===== src/rtl/input_cond.sv =====
// Input conditioning for four push-buttons and one slide switch: per-pin
// 2-flop synchronizer, debounce FSM with stable-count qualification, press/change strobes.
module input_cond #(
  parameter int unsigned DEB_CYCLES = 1_000_000
) (
  input  logic       clk,
  input  logic       rst,
  input  logic [3:0] btn_raw,
  input  logic       swt_raw,
  output logic [3:0] btn_pulse,
  output logic [3:0] btn_level,
  output logic       swt_level,
  output logic       swt_chg
);

  localparam int unsigned NCH = 5;
  localparam int unsigned CW  = $clog2(DEB_CYCLES + 1);
  localparam logic [CW-1:0] DEB_MAX = CW'(DEB_CYCLES);

  typedef enum logic [1:0] {
    STABLE0 = 2'd0,
    PEND1   = 2'd1,
    STABLE1 = 2'd2,
    PEND0   = 2'd3
  } state_t;

  logic [NCH-1:0] w_raw;
  logic [NCH-1:0] r_sync1;
  logic [NCH-1:0] r_sync2;
  logic [NCH-1:0] w_level;
  logic [NCH-1:0] w_strobe;

  assign w_raw = {swt_raw, btn_raw};

  // NOTE: sequential state uses <= so every flop samples pre-edge values; = here would collapse the synchronizer.
  always_ff @(posedge clk or negedge rst) begin
    if (!rst) begin
      r_sync1 <= '0;
      r_sync2 <= '0;
    end else begin
      r_sync1 <= w_raw;
      r_sync2 <= r_sync1;
    end
  end

  for (genvar g = 0; g < NCH; g++) begin : g_chan
    localparam bit IS_SWT = (g == NCH - 1);

    state_t        r_state;
    state_t        w_state_nxt;
    logic [CW-1:0] r_cnt;
    logic [CW-1:0] w_cnt_nxt;
    logic          r_level;
    logic          r_strobe;
    logic          w_level_nxt;
    logic          w_strobe_nxt;
    logic          w_in;

    assign w_in = r_sync2[g];

    always_ff @(posedge clk or negedge rst) begin
      if (!rst) begin
        r_state  <= STABLE0;
        r_cnt    <= '0;
        r_level  <= 1'b0;
        r_strobe <= 1'b0;
      end else begin
        r_state  <= w_state_nxt;
        r_cnt    <= w_cnt_nxt;
        r_level  <= w_level_nxt;
        r_strobe <= w_strobe_nxt;
      end
    end

    // NOTE: defaults first so every path assigns every output; a missed branch would otherwise infer a latch.
    always_comb begin
      w_state_nxt = r_state;
      w_cnt_nxt   = r_cnt;
      case (r_state)
        STABLE0: begin
          if (w_in) begin
            w_state_nxt = PEND1;
            w_cnt_nxt   = CW'(1);
          end else begin
            w_cnt_nxt   = '0;
          end
        end
        PEND1: begin
          if (!w_in) begin
            w_state_nxt = STABLE0;
            w_cnt_nxt   = '0;
          end else if (r_cnt == DEB_MAX) begin
            w_state_nxt = STABLE1;
            w_cnt_nxt   = '0;
          end else begin
            w_cnt_nxt   = r_cnt + CW'(1);
          end
        end
        STABLE1: begin
          if (!w_in) begin
            w_state_nxt = PEND0;
            w_cnt_nxt   = CW'(1);
          end else begin
            w_cnt_nxt   = '0;
          end
        end
        default: begin
          if (w_in) begin
            w_state_nxt = STABLE1;
            w_cnt_nxt   = '0;
          end else if (r_cnt == DEB_MAX) begin
            w_state_nxt = STABLE0;
            w_cnt_nxt   = '0;
          end else begin
            w_cnt_nxt   = r_cnt + CW'(1);
          end
        end
      endcase
    end

    // Level and strobe are registered from the next state so they track the FSM without an extra cycle.
    always_comb begin
      w_level_nxt  = (w_state_nxt == STABLE1) || (w_state_nxt == PEND0);
      w_strobe_nxt = IS_SWT ? (w_level_nxt != r_level) : (w_level_nxt & ~r_level);
    end

    assign w_level[g]  = r_level;
    assign w_strobe[g] = r_strobe;
  end

  assign btn_level = w_level[3:0];
  assign btn_pulse = w_strobe[3:0];
  assign swt_level = w_level[4];
  assign swt_chg   = w_strobe[4];

endmodule


===== config.mk =====
export PLATFORM = sky130hd
export DESIGN_NAME = input_cond
export DESIGN_NICKNAME = d
export VERILOG_FILES = /design/src/rtl/input_cond.sv
export SDC_FILE = /design/constraint.sdc
export NUM_CORES = 1
export LEC_CHECK = 0
export CAP_MARGIN = 25
export CORE_MARGIN = 5
export CORE_UTILIZATION = 42
export CTS_BUF_LIST = sky130_fd_sc_hd__clkbuf_8
export CTS_CLUSTER_DIAMETER = 150
export DETAILED_ROUTE_END_ITERATION = 16
export GPL_ROUTABILITY_DRIVEN = 0
export PLACE_DENSITY = 0.66
export RECOVER_POWER = 25
export SYNTH_ARGS = -nofsm -noshare
export SYNTH_HDL_FRONTEND = slang
export SYNTH_SLANG_ARGS = --single-unit

===== constraint.sdc =====
create_clock -name clk -period 2.78 [get_ports clk]
set_input_delay 0.556 -clock clk [delete_from_list [all_inputs] [get_ports clk]]
set_output_delay 0.556 -clock clk [all_outputs]
set_load 0.005 [all_outputs]

* Word level (Yosys, flattened, before mapping)
Cells that the tools add are included.
Word-level totals: flip-flop bits (word level) 130
Operators by class: add/sub/neg operators 5, equality and inequality tests 26, mux-type cells 65, bitwise operators 8, reduce and logical (&&, ||, !) cells 10
Operators with widths (count):
- $mux 20 | 15
- $pmux 20 s3 | 5
- $add 20x1->20 const B | 5
- $eq 20x20->1 const B | 5
- $mux 2 | 30
- $eq 2x2->1 const B | 15
- $pmux 2 s3 | 5
- $eq 2x1->1 const B | 5
- $logic_not 2->1 | 5
- $mux 1 | 10
- $logic_or 1x1->1 | 5
- $and 1x1->1 | 4
- $not 1->1 | 4
- $ne 1x1->1 | 1

* Longest topological paths before layout
depth in word-level cells 7, depth in mapped cells 8, gate-level depth less buffers 6

* Worst setup path after synthesis
OpenSTA, ideal clock, no wires.
path type register to register, from register g_chan[4].r_cnt[3], to register g_chan[4].r_state[1], library setup time 0.127 ns, arrival time 1.853 ns, path slack 0.800 ns, cell stages (with the launch flop) 6, path buffers 1, clock period less this slack 1.980 ns, path through dfrtp_1 > or4_1 > nor4_2 > and2_1 > buf_2 > mux2_1
On the way: word-level cells in the longest chain between the ends 4, elaborated cells between the ends (all ways) 6
RTL lines:
- start, declared | line 51 | logic [CW-1:0] r_cnt;
- start signal, assigned | line 69 | r_cnt <= w_cnt_nxt;
- $eq 20x20->1 * | line 92, 111
- $mux 2, on equally long branches | line 111, 92
- $mux 2, on equally long branches | line 108, 89
- $pmux 2 s3 * | line 79 | case (r_state)
- net g_chan[4].w_state_nxt[1] | line 50 | state_t w_state_nxt;
- end signal, assigned | line 68 | r_state <= w_state_nxt;
- end, declared | line 49 | state_t r_state;
The timed path passes the listed nets; every way through them passes the cells marked *.

* Worst setup path in the final report
from register g_chan[4].r_cnt[3], to register g_chan[4].r_cnt[7]
On the way: word-level cells in the longest chain between the ends 4, elaborated cells between the ends (all ways) 6
RTL lines:
- $add 20x1->20 / $eq 20x20->1 (equally long branches)
- $mux 20 * | line 92, 111
- $mux 20, on equally long branches | line 108, 89
- $pmux 20 s3 * | line 79
- net g_chan[4].w_cnt_nxt[7] | line 52 | logic [CW-1:0] w_cnt_nxt;
Marked as above.

==> summary.md <==
| Metric | Value |
|---|---|
| Post-Syn Area per Cell | 9.92 um^2 |
| Grt met1 use | 18.1% |
| Status | completed |
| GRT met3 Usage | 4.19% |
| WL per Instance | 13.7 um |
| Layout Nets | 679 |
| WP data required | 3.08 ns |
| DRC viols | 0 |
| Critical Path Fanout Max | 19 |
| Hpwl dp | 8.24 mm |
| Antenna diodes | 0 |
| Setup Viol. Count Final | 0 |
| Initial core utilization | 42.4% |
| Peak Freq | 451 MHz |
| TritonCTS clock tree | done |
| Die ar. | 17700 um^2 |
| Drt total wl | 11.8 mm |
| Post-synth ARST share | 100% |
| Area Overhead vs Synth | 10.7% |
| Final period util | 79.7% |
| Synth warn | 0 |
| Pre-CTS WS | 0.577 ns |
| Relative slew slack | 25.9% |
| Placed insts | 831 |
| Total GRT Usage | 14.2% |
| Die Span Y | 133 um |
| PD cells | 499 nW/um^2 |
| Netlist Area Pre-Place | 6370 um^2 |
| Proportion of netlist area held by the largest area contributor | 51.1% |
| Post-synthesis sequential area ratio | 51.1% |
| Synth area leader | dfrtp_1 |
| Main flop type after synthesis | dfrtp_1 |
| Final WS setup | 0.563 ns |
| Worst skew pair latency | 0.44 ns |
| 1st-iter DRT viols | 291 |
| Vias per cell | 5.41 |
| Post-synth top cells | dfrtp_1 (130), nor2_1 (82), xnor2_1 (43), nand2_1 (40), inv_1 (35) |
| Post-CTS Resized | 0 |
| DRT Pass-1 Iters | 4 |
| Setup Crit Path Kind | reg -> reg |
| Setup Buffers After CTS | 0 |
| Layout cells sized above 1 | 7.42% |
| Initial antenna violation count | 0 |
| Top Usage Layer GRT | met2 |
| First-pass GRT wire length | 20.8 mm |
| IO buf count | 16 |
| Pin count of the biggest net entering global routing | 47 |
| Lkg Pwr | 2.84 nW |
| # IOs | 17 |
| CP endpoint kind | flip-flop |
| Clock Sink Count | 130 |
| RSZ-0062 raised after global routing | false |
| DR vias | 4666 |
| Hold Buf Count CTS | 0 |
| Synth cell types | 47 |
| Fin Setup TNS | 0 ns |
| Startpoint Class | flip-flop |
| Least-Margin Pin Slew | 1.11 ns |
| # Max-Cap Violations | 0 |
| Number of nets with antenna violations after routing | 0 |
| Final Hold Viols | 0 |
| Worst endpoint data arrival time | 2.52 ns |
| Worst hold path type | in -> async |
| Mapped Cells | 642 |
| Global route overflow | 0 |
| Final setup skew | 0.00894 ns |
| CTS buffer count | 17 |
| Top-count cell post-synth | dfrtp_1 |
| Max IR drop VDD | 320 uV |
| Tmin final | 2.22 ns |
| Synth area leaders | dfrtp_1 (51%), xnor2_1 (5.9%), nor2_1 (4.8%), xor2_1 (3.3%), nand3_1 (2.5%) |
| Die Width | 133 um |
| Seq cells post-synth | 130 |
| Slew Viols, Final | 0 |
| Met2 Usage GRT | 22.7% |
| Total core area | 15000 um^2 |
| FILL cells | 1365 |
| Clock transition at path regs | 0.06 ns |
| Total power | 3.52 mW |
| Synth Net Count | 659 |
| CTS Buffer Depth | 2 |
| EDFF count, synth | 0 |
| Num rows | 45 |
| Vias in the first global route | 4569 |
| Non-filler cells, final | 862 |
| H-tree levels | 4 |
| CTS root buf | clkbuf_8 |
| Core Util, Final | 46.9% |
## sequential cells by signal, summed over array words and instances (netlist names)
name	flops
g_chan.r_cnt	100
g_chan.r_level	4
g_chan.r_state	10
g_chan.r_strobe	4
r_sync1	5
r_sync2	5
swt_chg	1
swt_level	1
## placed cells by master, fill, tap and decap left out, drive strengths merged, types with 2 or more instances in the layout
master / count
nor2: 82
or2: 2
xnor2: 43
a21oi: 32
clkdlybuf4s50: 10
and2: 7
dlygate4sd3: 5
nor4: 18
ha: 10
and3: 11
a211oi: 4
nand2: 40
o31ai: 20
nand4bb: 3
a211o: 2
mux2: 2
clkinv: 2
nand4: 22
nand3: 34
or3: 17
clkbuf: 24
dfrtp: 130
o21ai: 16
nor2b: 2
nor4bb: 4
nor3: 15
nand2b: 2
and4: 7
inv: 40
xor2: 24
buf: 7
or4: 22
nor4b: 6
## area by class of cell
cell class / instances / area [um^2] / area share (%)
clock inverters: 9 / 66.3 / 0.941
well taps: 188 / 235 / 3.34
repair buffers: 24 / 213 / 3.02
multi-input cells: 454 / 2850 / 40.4
flip-flops and latches: 130 / 3250 / 46.2
clock buffers: 22 / 303 / 4.30
inverters: 35 / 131 / 1.86
## power by group
part / internal [mW] / leakage (nW) / switching, mW
Combinational: 0.0339 / 0.862 / 0.0832
Clock: 0.801 / 0.207 / 0.669
Sequential: 1.91 / 1.77 / 0.0195
## through the flow
stage               area (um^2)  hold slack [ns]
detailed placement         6700            0.335
finish                     7050            0.307
floorplan                  6370            0.260
global placement           6700            0.333
global route               7050            0.361
CTS                        7070            0.112
## worst paths after layout
path                                    start                   to  slack (ns)  cells after the start
max                        g_chan[4].r_cnt[3]   g_chan[4].r_cnt[7]        0.56                      4
max reg2reg                g_chan[4].r_cnt[3]   g_chan[4].r_cnt[7]        0.56                      4
min                                       rst  g_chan[1].r_cnt[12]        0.31                      1
max in group asynchronous                 rst  g_chan[0].r_cnt[18]        0.89                      2
min reg2reg                        r_sync1[1]           r_sync2[1]        0.35                      0
min in group clk                   r_sync1[1]           r_sync2[1]        0.35                      0
## metal layers
metal / share of wire [%] / up-vias
li1: - / 2301
met2: 48 / 45
met3: 2.7 / 19
met4: 1.8 / 0
met1: 47 / 2301
met5: 0 / -
## kinds of logic after synthesis
kind of cell | count (synthesis) | synth area share, %
flops | 130 | 51.1
compound gates | 77 | 7.53
mux | 2 | 0.354
buf+inv | 58 | 4.21
simple gates | 298 | 25.6
fa+ha+maj | 10 | 1.97
xor+xnor | 67 | 9.22
## critical path, cell delays in order, from the launching register on
cell and delay, ns:
dfrtp_1 0.43, or4_1 0.53, nor4_2 0.41, a211o_1 0.59
nor2_1 0.12
(Power assumes the default switching activity.)
